===== src/rtl/irq_arbiter.sv =====
// Interrupt arbiter: edge-latches NSRC sources and drives a single ExtIRQ/ExtIAck/ERet handshake.
// The winner is the lowest-index pending source by default; define IRQ_RR_EN for round-robin.
module irq_arbiter #(
    parameter int NSRC = 4,
    parameter int IDW  = $clog2(NSRC)
) (
    input  logic            clk,
    input  logic            reset,
    input  logic [NSRC-1:0] src_irq,
    input  logic            cfg_we,
    input  logic [NSRC-1:0] cfg_mask,
    output logic            ExtIRQ,
    output logic [IDW-1:0]  irq_id,
    input  logic            ExtIAck,
    input  logic            ERet,
    output logic [NSRC-1:0] pending,
    output logic            in_service,
    output logic            irq_ovf
);

    typedef enum logic [1:0] {IDLE, REQ, SERVICE} state_t;

    state_t          stateReg, stateNext;
    logic [NSRC-1:0] prevSrc;
    logic [NSRC-1:0] maskReg, maskNext;
    logic [NSRC-1:0] pendReg, pendNext;
    logic [NSRC-1:0] srcEdge, ackOneHot, eligible;
    logic [IDW-1:0]  curIdReg, curIdNext, winner;
    logic            extIrqReg, extIrqNext;
    logic            inSvcReg, inSvcNext;
    logic            ovfReg, ovfNext;
    logic            ackTake;

    assign srcEdge  = src_irq & ~prevSrc;
    assign eligible = pendReg & maskReg;
    assign ackTake  = (stateReg == REQ) && ExtIAck;

    // One-hot of the source whose pending bit is consumed by this cycle's acknowledge.
    for (genvar gi = 0; gi < NSRC; gi++) begin : gAckSel
        assign ackOneHot[gi] = ackTake && (curIdReg == IDW'(gi));
    end

`ifdef IRQ_RR_EN
    logic [IDW-1:0] rrPtrReg, rrPtrNext;

    // Scan from rrPtr upward with wrap; the first eligible index wins.
    always_comb begin
        int idx;
        logic found;
        idx    = 0;
        found  = 1'b0;
        winner = '0;
        for (int off = 0; off < NSRC; off++) begin
            idx = int'(rrPtrReg) + off;
            if (idx >= NSRC) begin
                idx = idx - NSRC;
            end
            if (!found && eligible[IDW'(idx)]) begin
                winner = IDW'(idx);
                found  = 1'b1;
            end
        end
    end

    always_comb begin
        rrPtrNext = rrPtrReg;
        if (ackTake) begin
            rrPtrNext = (curIdReg == IDW'(NSRC - 1)) ? '0 : curIdReg + IDW'(1);
        end
    end

    always_ff @(posedge clk or negedge reset) begin
        if (!reset) begin
            rrPtrReg <= '0;
        end else begin
            rrPtrReg <= rrPtrNext;
        end
    end
`else
    // Descending scan so the lowest eligible index is the last (winning) assignment.
    always_comb begin
        winner = '0;
        for (int i = NSRC - 1; i >= 0; i--) begin
            if (eligible[IDW'(i)]) begin
                winner = IDW'(i);
            end
        end
    end
`endif

    always_comb begin
        stateNext  = stateReg;
        curIdNext  = curIdReg;
        extIrqNext = extIrqReg;
        inSvcNext  = inSvcReg;
        maskNext   = cfg_we ? cfg_mask : maskReg;
        // A fresh edge on the acknowledged source re-arms it and is not an overflow.
        pendNext   = (pendReg & ~ackOneHot) | srcEdge;
        ovfNext    = (ovfReg & ~cfg_we) | (|(srcEdge & pendReg & ~ackOneHot));
        case (stateReg)
            IDLE: begin
                if (|eligible) begin
                    curIdNext  = winner;
                    extIrqNext = 1'b1;
                    stateNext  = REQ;
                end
            end
            REQ: begin
                if (ExtIAck) begin
                    extIrqNext = 1'b0;
                    inSvcNext  = 1'b1;
                    stateNext  = SERVICE;
                end
            end
            SERVICE: begin
                if (ERet) begin
                    inSvcNext = 1'b0;
                    stateNext = IDLE;
                end
            end
            default: begin
                stateNext = IDLE;
            end
        endcase
    end

    always_ff @(posedge clk or negedge reset) begin
        if (!reset) begin
            stateReg  <= IDLE;
            prevSrc   <= '0;
            maskReg   <= '1;
            pendReg   <= '0;
            curIdReg  <= '0;
            extIrqReg <= 1'b0;
            inSvcReg  <= 1'b0;
            ovfReg    <= 1'b0;
        end else begin
            stateReg  <= stateNext;
            prevSrc   <= src_irq;
            maskReg   <= maskNext;
            pendReg   <= pendNext;
            curIdReg  <= curIdNext;
            extIrqReg <= extIrqNext;
            inSvcReg  <= inSvcNext;
            ovfReg    <= ovfNext;
        end
    end

    assign ExtIRQ     = extIrqReg;
    assign irq_id     = curIdReg;
    assign pending    = pendReg;
    assign in_service = inSvcReg;
    assign irq_ovf    = ovfReg;

endmodule

===== config.mk =====
export PLATFORM = sky130hd
export DESIGN_NAME = irq_arbiter
export DESIGN_NICKNAME = d
export VERILOG_FILES = /design/src/rtl/irq_arbiter.sv
export SDC_FILE = /design/constraint.sdc
export NUM_CORES = 1
export LEC_CHECK = 0
export ABC_AREA = 1
export BUFFER_PORTS_ARGS = -buffer_cell sky130_fd_sc_hd__buf_4
export CAP_MARGIN = 20
export CORE_AREA = 8 8 47 53
export CTS_CLUSTER_DIAMETER = 150
export DETAILED_ROUTE_END_ITERATION = 16
export DIE_AREA = 0 0 55 61
export PLACE_DENSITY = 0.69
export SLEW_MARGIN = 40
export SYNTH_ARGS = -nofsm -noshare
export SYNTH_HDL_FRONTEND = slang
export SYNTH_SLANG_ARGS = --single-unit

===== constraint.sdc =====
create_clock -name clk -period 1.3 [get_ports clk]
set_input_delay 0.13 -clock clk [delete_from_list [all_inputs] [get_ports clk]]
set_output_delay 0.13 -clock clk [all_outputs]
set_load 0.02 [all_outputs]

# --- After elaboration in Yosys (flattened, before gate mapping) ---
# Index checks and enable logic that the tools add are counted.
word_totals:
  out_inout_bits: 9
  in_bits: 13
  regBits: 19
classes:
  n_mux: 12
  bitwise: 11
  eq_ne: 8
  n_reduce_logical: 15
op_table:
  columns: ["cell", "n"]
  rows:
  - ["4-bit bitwise AND", 5]
  - ["2-bit 2-to-1 mux", 5]
  - ["3-bit AND reduction", 3]
  - ["4-bit inverter", 2]
  - ["4-bit OR reduction", 2]
  - ["2-bit equality test, second input constant", 3]
  - ["2-bit != test, second input constant", 3]
  - ["2-bit case mux with 3 select lines", 1]
  - ["1-bit logical AND", 5]
  - ["2-bit by 1-bit equality test with 1-bit output, second input constant", 2]
  - ["2-bit logical NOT", 2]
  - ["1-bit 2-to-1 mux", 4]
  - ["4-bit bitwise OR", 1]
  - ["1-bit case mux with 2 select lines", 2]
  - ["2-bit nonzero test", 2]
  - ["2-bit AND reduction", 1]
  - ["1-bit bitwise AND", 1]
  - ["1-bit inverter", 1]
  - ["1-bit bitwise OR", 1]

# --- Depth between registers and ports, before layout ---
# Gate-level depths: netlist of run 1.
depth:
  depth_word: 7
  mapped_depth: 6
  ltp_nobuf: 6

# --- Worst setup path before layout of run 1 ---
# OpenSTA, ideal clock, no wires.
synth_path:
  kind: "reg-to-reg"
  start: "reg pendReg[0] (netlist: pending[0])"
  end: "reg stateReg[0]"
  path_buffers: 0
  arrival_ns: 0.883
  slack_ns: 0.283
  path_stages_with_launch: 5
  cell_sequence: "dfrtp_1 nand2_1 nand2_1 o21ai_1 o21ai_0"
synth_via:
  elab_chain_len: 4
synth_rtl:
  columns: ["item", "line_no", "rtl"]
  rows:
  - ["start, declared", "26", "logic [NSRC-1:0] pendReg, pendNext;"]
  - ["start signal, assigned", "141", "pendReg <= pendNext;"]
  - ["4-bit bitwise AND", "35", "assign eligible = pendReg & maskReg;"]
  - ["4-bit OR reduction", "102", "if (|eligible) begin"]
  - ["2-bit != test (no source line)", null, null]
  - ["3-bit AND reduction (no source line)", null, null]
  - ["end signal, assigned", "138", "stateReg <= stateNext;"]
  - ["end, declared", "23", "state_t stateReg, stateNext;"]
# Every way passes these cells.
# A chain may end at the register's enable or synchronous reset.

# --- Final worst setup path of run 1 ---
# Same ends and word-level chain as after synthesis.

==> metrics.cfg, run 1 <==
[synthesis]
synth_area_leader_cell=dfrtp_1
synthTopCellsByCount=nand2_1 (27), dfrtp_1 (14), inv_1 (11), nor2_1 (7)
synth_cell_types=17
synth_edf_count=0
synth-seq-cells=18
syn_area_um2=743
ys_top_cells_by_area=dfrtp_1 (47%), dfstp_2 (14%), nand2_1 (14%)
syn_inst=79
synth.most_common_cell=nand2_1
async_flop_share=1.00
syn-num-nets=92
synth_flop_cell=dfrtp_1
yosysWarnings=0
syn_area_per_cell_um2=9.41
ys_seq_area_frac=0.613
synth_top_area_share=0.471

[timing]
rsz0062_at_grt=false
fin_hold_ws_ns=0.0214
finalHoldViolations=0
drv_slew=0
fmax_ghz=0.957
post-route-period-util=0.804
skew_ns=0.00386
fin_setup_tns_ns=0
period_minus_slack_ns=1.05
finalSetupViolCount=0

[placement]
numPortBuffers=20
hpwlAfterDp_um=1080
dpl.cell_count=116
globalplace.congestion=0.771

[finish]
antenna_cells=0
finalNetCount=121
area_growth_pct=33.8
fin_cells=125
drive_gt1_frac=0.327

[flow_run]
max_cap_viol_count=0

[clock_tree]
clk-insertion-delay-late_ns=0.29
clockRootBuffer=clkbuf_4
post_cts_resized=0
cts.htree.levels=1
cts_buffers=3
clockBufferDepth=2
post_cts_buffers=0
cts_hold_buf=5
cts_sinks=18
clk_pin_slew_ns=0.10
tritoncts=done

[detailed_routing]
drt_wl_total_um=1450
wire_per_inst_um=11.6
drc=0
via_per_inst=4.62
vias=577
drtIter0Drc=11
dr.pass1.iters=4
ant_nets=0

[power]
ir_drop_v=0.000844
switching_power_mw=0.614
combPwrFrac=0.334
power_density_nw_per_um2=1740
p_int_mw=1.12
pwr-share-seq=0.467
p_leak_nw=0.532
swShare=0.355
p_clk_frac=0.199

[floorplanning]
start_util=0.442
io_pins=22
rows=16
die_h_um=61
die_area_um2=3360
die_w_um=55
core_um2=1680

[grt]
grt_first_pass_wirelength_um=2540
grt_pass1_vias=595
grt_antenna_before_repair=0
grt_overflow=0
grt_max_degree=19
track_usage=0.101

[worst_setup_path]
worstReg2RegEnd=stateReg[0]$_DFFE_PN0P_
critPathCaptureType=flip-flop
startpoint=pending[0]$_DFF_PN0_
crit_path_end=stateReg[0]$_DFFE_PN0P_
rrSetupSlack_ns=0.25
worstSetupPathType=reg2reg
crit_required_ns=1.47
reg2reg_depth=4
crit_fanout=4
crit_arrival_ns=1.22
critPathLaunchType=flip-flop
r2r_start=pending[0]$_DFF_PN0_

[hold_path]
hold_class=in2reg

[status]
status=complete, no violations

==> worst max-delay path: stages, from the launching register on <==
cell	delay [ns]
dfrtp_1	0.42
nand2_1	0.10
nand2_1	0.07
o21ai_1	0.22
o21ai_0	0.12
==> metrics by stage <==
| stage | setup slack, ns | power, mW | instance area, um2 | util |
|---|---|---|---|---|
| after floorplan | 0.283 | 1.15 | 743 | - |
| after global placement | 0.273 | 1.38 | 908 | 0.540 |
| after detailed placement | 0.278 | 1.39 | 908 | 0.540 |
| after CTS | 0.262 | 1.75 | 995 | 0.592 |
| after global routing | 0.158 | 1.87 | 995 | 0.592 |
| final | 0.255 | 1.73 | 995 | 0.592 |
==> layout make-up <==
cell class | count | area (um2)
Clock buffer | 4 | 36.3
Fill cell | 149 | 687
Inverter | 12 | 45.0
Multi-Input combinational cell | 48 | 235
Sequential cell | 18 | 455
Tap cell | 18 | 22.5
Timing Repair Buffer | 25 | 200
==> state kept, by name, indices dropped and copies added, names as in the netlist <==
name        count
ExtIRQ          1
in_service      1
irq_id          1
irq_ovf         1
maskReg         4
pending         4
prevSrc         4
stateReg        2
==> logic make-up (layout without fill, tap and decap cells) <==
kind of cell,count (synthesis),after routing,synth area share
other,1,1,0.00505
AO/OA/AOI/OAI,4,4,0.0337
AND/OR/NAND/NOR,39,39,0.217
buffers and inverters,13,41,0.0707
multiplexers,4,4,0.0606
flip-flops,18,18,0.613
==> layout by cell type, fill, tap and decap left out, types with 2 or more instances in the layout <==
| master | instances |
|---|---|
| buf_4 | 20 |
| dfrtp_1 | 14 |
| dfstp_2 | 4 |
| mux2_2 | 4 |
| nand3_1 | 2 |
| nand2_1 | 27 |
| inv_1 | 11 |
| nor2_1 | 7 |
| clkbuf_4 | 3 |
| dlygate4sd3_1 | 5 |
==> metal layers <==
metal  GRT usage  vias up  part of all wire
li1            -      294                 -
met1       0.123      260              0.46
met2       0.151       18              0.42
met3      0.0368        5             0.094
met4      0.0515        0             0.024
met5           0        -                 0
==> worst min path at each step <==
stage               slack, ns   from  depth (start not counted)                      end
floorplan               -0.17  reset                          0       ExtIRQ$_DFFE_PN0P_
global placement        0.009  reset                          1       ExtIRQ$_DFFE_PN0P_
detailed placement       0.01  reset                          1       ExtIRQ$_DFFE_PN0P_
CTS                      0.01   ERet                          2  stateReg[1]$_DFFE_PN0P_
global route             0.03   ERet                          2  stateReg[1]$_DFFE_PN0P_
finish                   0.02   ERet                          2  stateReg[1]$_DFFE_PN0P_
==> power groups by stage <==
stage | registers, mW | clock network, mW | logic [mW]
6_report | 0.809 | 0.344 | 0.578
5_1_grt | 0.829 | 0.385 | 0.655
4_1_cts | 0.809 | 0.354 | 0.587
3_5_place_dp | 0.820 | 0 | 0.573
3_3_place_gp | 0.814 | 0 | 0.569
2_1_floorplan | 0.895 | 0 | 0.257
Power figures use the tool's default switching activity.
==> inputs of run 2 (changes only) <==
--- a/config.mk
+++ b/config.mk
@@ -8,11 +8,11 @@
 export ABC_AREA = 1
 export BUFFER_PORTS_ARGS = -buffer_cell sky130_fd_sc_hd__buf_4
 export CAP_MARGIN = 20
-export CORE_AREA = 8 8 47 53
+export CORE_AREA = 8 8 49 55
 export CTS_CLUSTER_DIAMETER = 150
 export DETAILED_ROUTE_END_ITERATION = 16
-export DIE_AREA = 0 0 55 61
-export PLACE_DENSITY = 0.69
+export DIE_AREA = 0 0 57 63
+export PLACE_DENSITY = 0.66
 export SLEW_MARGIN = 40
 export SYNTH_ARGS = -nofsm -noshare
 export SYNTH_HDL_FRONTEND = slang
==> constraint.sdc (replaced) <==
create_clock -name clk -period 0.9 [get_ports clk]
set_input_delay 0.09 -clock clk [delete_from_list [all_inputs] [get_ports clk]]
set_output_delay 0.09 -clock clk [all_outputs]
set_load 0.02 [all_outputs]
==> run 2 against run 1 <==
The run now ends with setup timing left. Via count up 12%. Clock skew hardly changed. Register-to-register slack got worse by 0.36 ns. Routed wire length rose by 18%. Design area rose by 26%. Clock power increased by 43%. Cell count grew 13%. Sequential share of layout area shrank 9.0 points. Sequential power rose by 45%. Power is 89% higher. Worst setup slack got worse by 0.41 ns. Core utilization grew 7.8 points. Critical path type is now reg2out.
==> metrics.cfg, run 2 (synthesis results as in run 1) <==
[timing]
fin_hold_ws_ns=0.0270  ; was 0.0214 ns
finalHoldViolations=0  ; unchanged
rsz0062_at_grt=true  ; was false
post-route-period-util=1.17
finalSetupViolCount=14  ; was 0
fin_setup_tns_ns=-0.991  ; was 0 ns
skew_ns=0.00339  ; was 0.00386 ns
fmax_ghz=0.950
drv_slew=0  ; unchanged
period_minus_slack_ns=1.05
setup_slack_ns=-0.153  ; was 0.255 ns

[clock_tree]
clockRootBuffer=clkbuf_4  ; unchanged
cts.htree.levels=1  ; unchanged
clk_pin_slew_ns=0.10  ; about the same
cts_sinks=18  ; unchanged
clk-insertion-delay-late_ns=0.29  ; about the same
clockBufferDepth=2  ; unchanged
cts_buffers=3  ; unchanged
tritoncts=done  ; unchanged

[worst_setup_path]
crit_path_frequent_cell=buf_6  ; was nand2_1
slowest_delay_ns=0.44  ; was 0.42 ns
cp_slowest_cell=dfrtp_2  ; was dfrtp_1
path_delay_family=flip-flops  ; unchanged
crit_fanout=2  ; was 4
critPathCaptureType=output pin  ; was flip-flop
critPathLaunchType=flip-flop  ; unchanged
worstSetupPathType=reg2out  ; was reg2reg
crit_buf_inv=2  ; was 0
crit_arrival_ns=0.96  ; was 1.22 ns
path_cells=buf_6 -> buf_6  ; was nand2_1 -> nand2_1 -> o21ai_1 -> o21ai_0
crit_required_ns=0.81  ; was 1.47 ns

[status]
violations=setup timing
status=finished with violations  ; was complete, no violations

[floorplanning]
start_util=0.397  ; was 0.442
io_pins=22  ; unchanged
rows=17  ; was 16
die_h_um=63  ; was 61 um
die_area_um2=3590  ; was 3360 um2
core_um2=1870  ; was 1680 um2
die_w_um=57  ; was 55 um

[detailed_routing]
drc=0  ; unchanged
via_per_inst=4.60  ; was 4.62
ant_nets=0  ; unchanged
wire_per_inst_um=12.1  ; was 11.6 um
dr.pass1.iters=2  ; was 4
drtIter0Drc=2  ; was 11
vias=649  ; was 577
drt_wl_total_um=1710  ; was 1450 um

[finish]
fin_cells=141  ; was 125
drive_gt1_frac=0.541  ; was 0.327
antenna_cells=0  ; unchanged
finalNetCount=136  ; was 121
most-common-layout-cells=nand2_1 (18), buf_4 (18), buf_6 (15)  ; was nand2_1 (27), buf_4 (20), dfrtp_1 (14)
area_growth_pct=68.5  ; was 33.8%

[power]
switching_power_mw=1.15  ; was 0.614 mW
combPwrFrac=0.492  ; was 0.334
p_leak_nw=0.635  ; was 0.532 nW
ir_drop_v=0.00183  ; was 0.000844 V
p_int_mw=2.12  ; was 1.12 mW
swShare=0.352  ; was 0.355
power_density_nw_per_um2=2610  ; was 1740 nW/um2
p_clk_frac=0.151  ; was 0.199
power_mw=3.27  ; was 1.73 mW
pwr-share-seq=0.357  ; was 0.467

[flow_run]
max_cap_viol_count=0  ; unchanged

[grt]
track_usage=0.0964  ; was 0.101
grt_overflow=0  ; unchanged
grt_antenna_before_repair=0  ; unchanged
grt_max_degree=19  ; unchanged
grt_pass1_vias=752  ; was 595
grt_first_pass_wirelength_um=2880  ; was 2540 um

[placement]
dpl.cell_count=123  ; was 116
globalplace.congestion=0.701  ; was 0.771
numPortBuffers=20  ; unchanged
pre_cts_slack_ns=-0.0846  ; was 0.278 ns
hpwlAfterDp_um=1180  ; was 1080 um

[hold_path]
hold_class=in2reg  ; unchanged

run 2: timing repair:
item                                    4_1_cts  5_1_grt
hold buffers                                  7        0
pin swaps                                     3        5
endpoints found under the setup margin       13       16
endpoints found under the hold margin        24        0
buffers inserted                              5        2
gates resized for setup                      17       19
run 2: final timing paths:
kind,start,end,slack (ns),depth (start not counted)
min in group asynchronous,reset,prevSrc[1]$_DFF_PN0_,0.19,2
worst min register to register,prevSrc[2]$_DFF_PN0_,pending[2]$_DFF_PN0_,0.45,1
worst max-delay path,pending[2]$_DFF_PN0_,pending[2],-0.15,2
max in group asynchronous,reset,maskReg[3]$_DFFE_PN1P_,0.45,2
worst min-delay path,cfg_mask[1],maskReg[1]$_DFFE_PN1P_,0.03,2
worst max register to register,pending[0]$_DFF_PN0_,stateReg[0]$_DFFE_PN0P_,-0.11,5
run 2: layout make-up:
cell class,instances,area (um2)
Inverter,12,47.5
Tap cell,19,23.8
Fill cell,146,619
Multi-Input combinational cell,48,310
Timing Repair Buffer,40,374
Clock buffer,4,36.3
Sequential cell,18,460
run 2: worst register-to-register path, stage by stage (launching register included):
cell,delay [ns]
dfrtp_2,0.42
buf_4,0.14
nand2_4,0.07
nand2_4,0.06
o21ai_4,0.13
o21ai_1,0.09
run 2: routing by layer:
layer | wire length [um] | track usage | up-vias
li1 | - | - | 322
met1 | 701 | 0.0990 | 311
met2 | 924 | 0.175 | 11
met3 | 50 | 0.0224 | 5
met4 | 31 | 0.0441 | 0
met5 | 0 | 0 | -
run 2: per-stage QoR:
step	utilization	instance area, um2
final	0.669	1250
after global routing	0.669	1250
after CTS	0.620	1160
after detailed placement	0.514	962
after global placement	0.514	962
after floorplan	-	751
run 2: power groups by stage:
stage                     combinational (mW)  sequential (mW)  clock (mW)
after floorplan                        0.393             1.30           0
after global placement                  1.02             1.16           0
after detailed placement                1.03             1.16           0
after CTS                               1.35             1.15       0.510
after global routing                    1.74             1.19       0.543
final                                   1.61             1.17       0.492
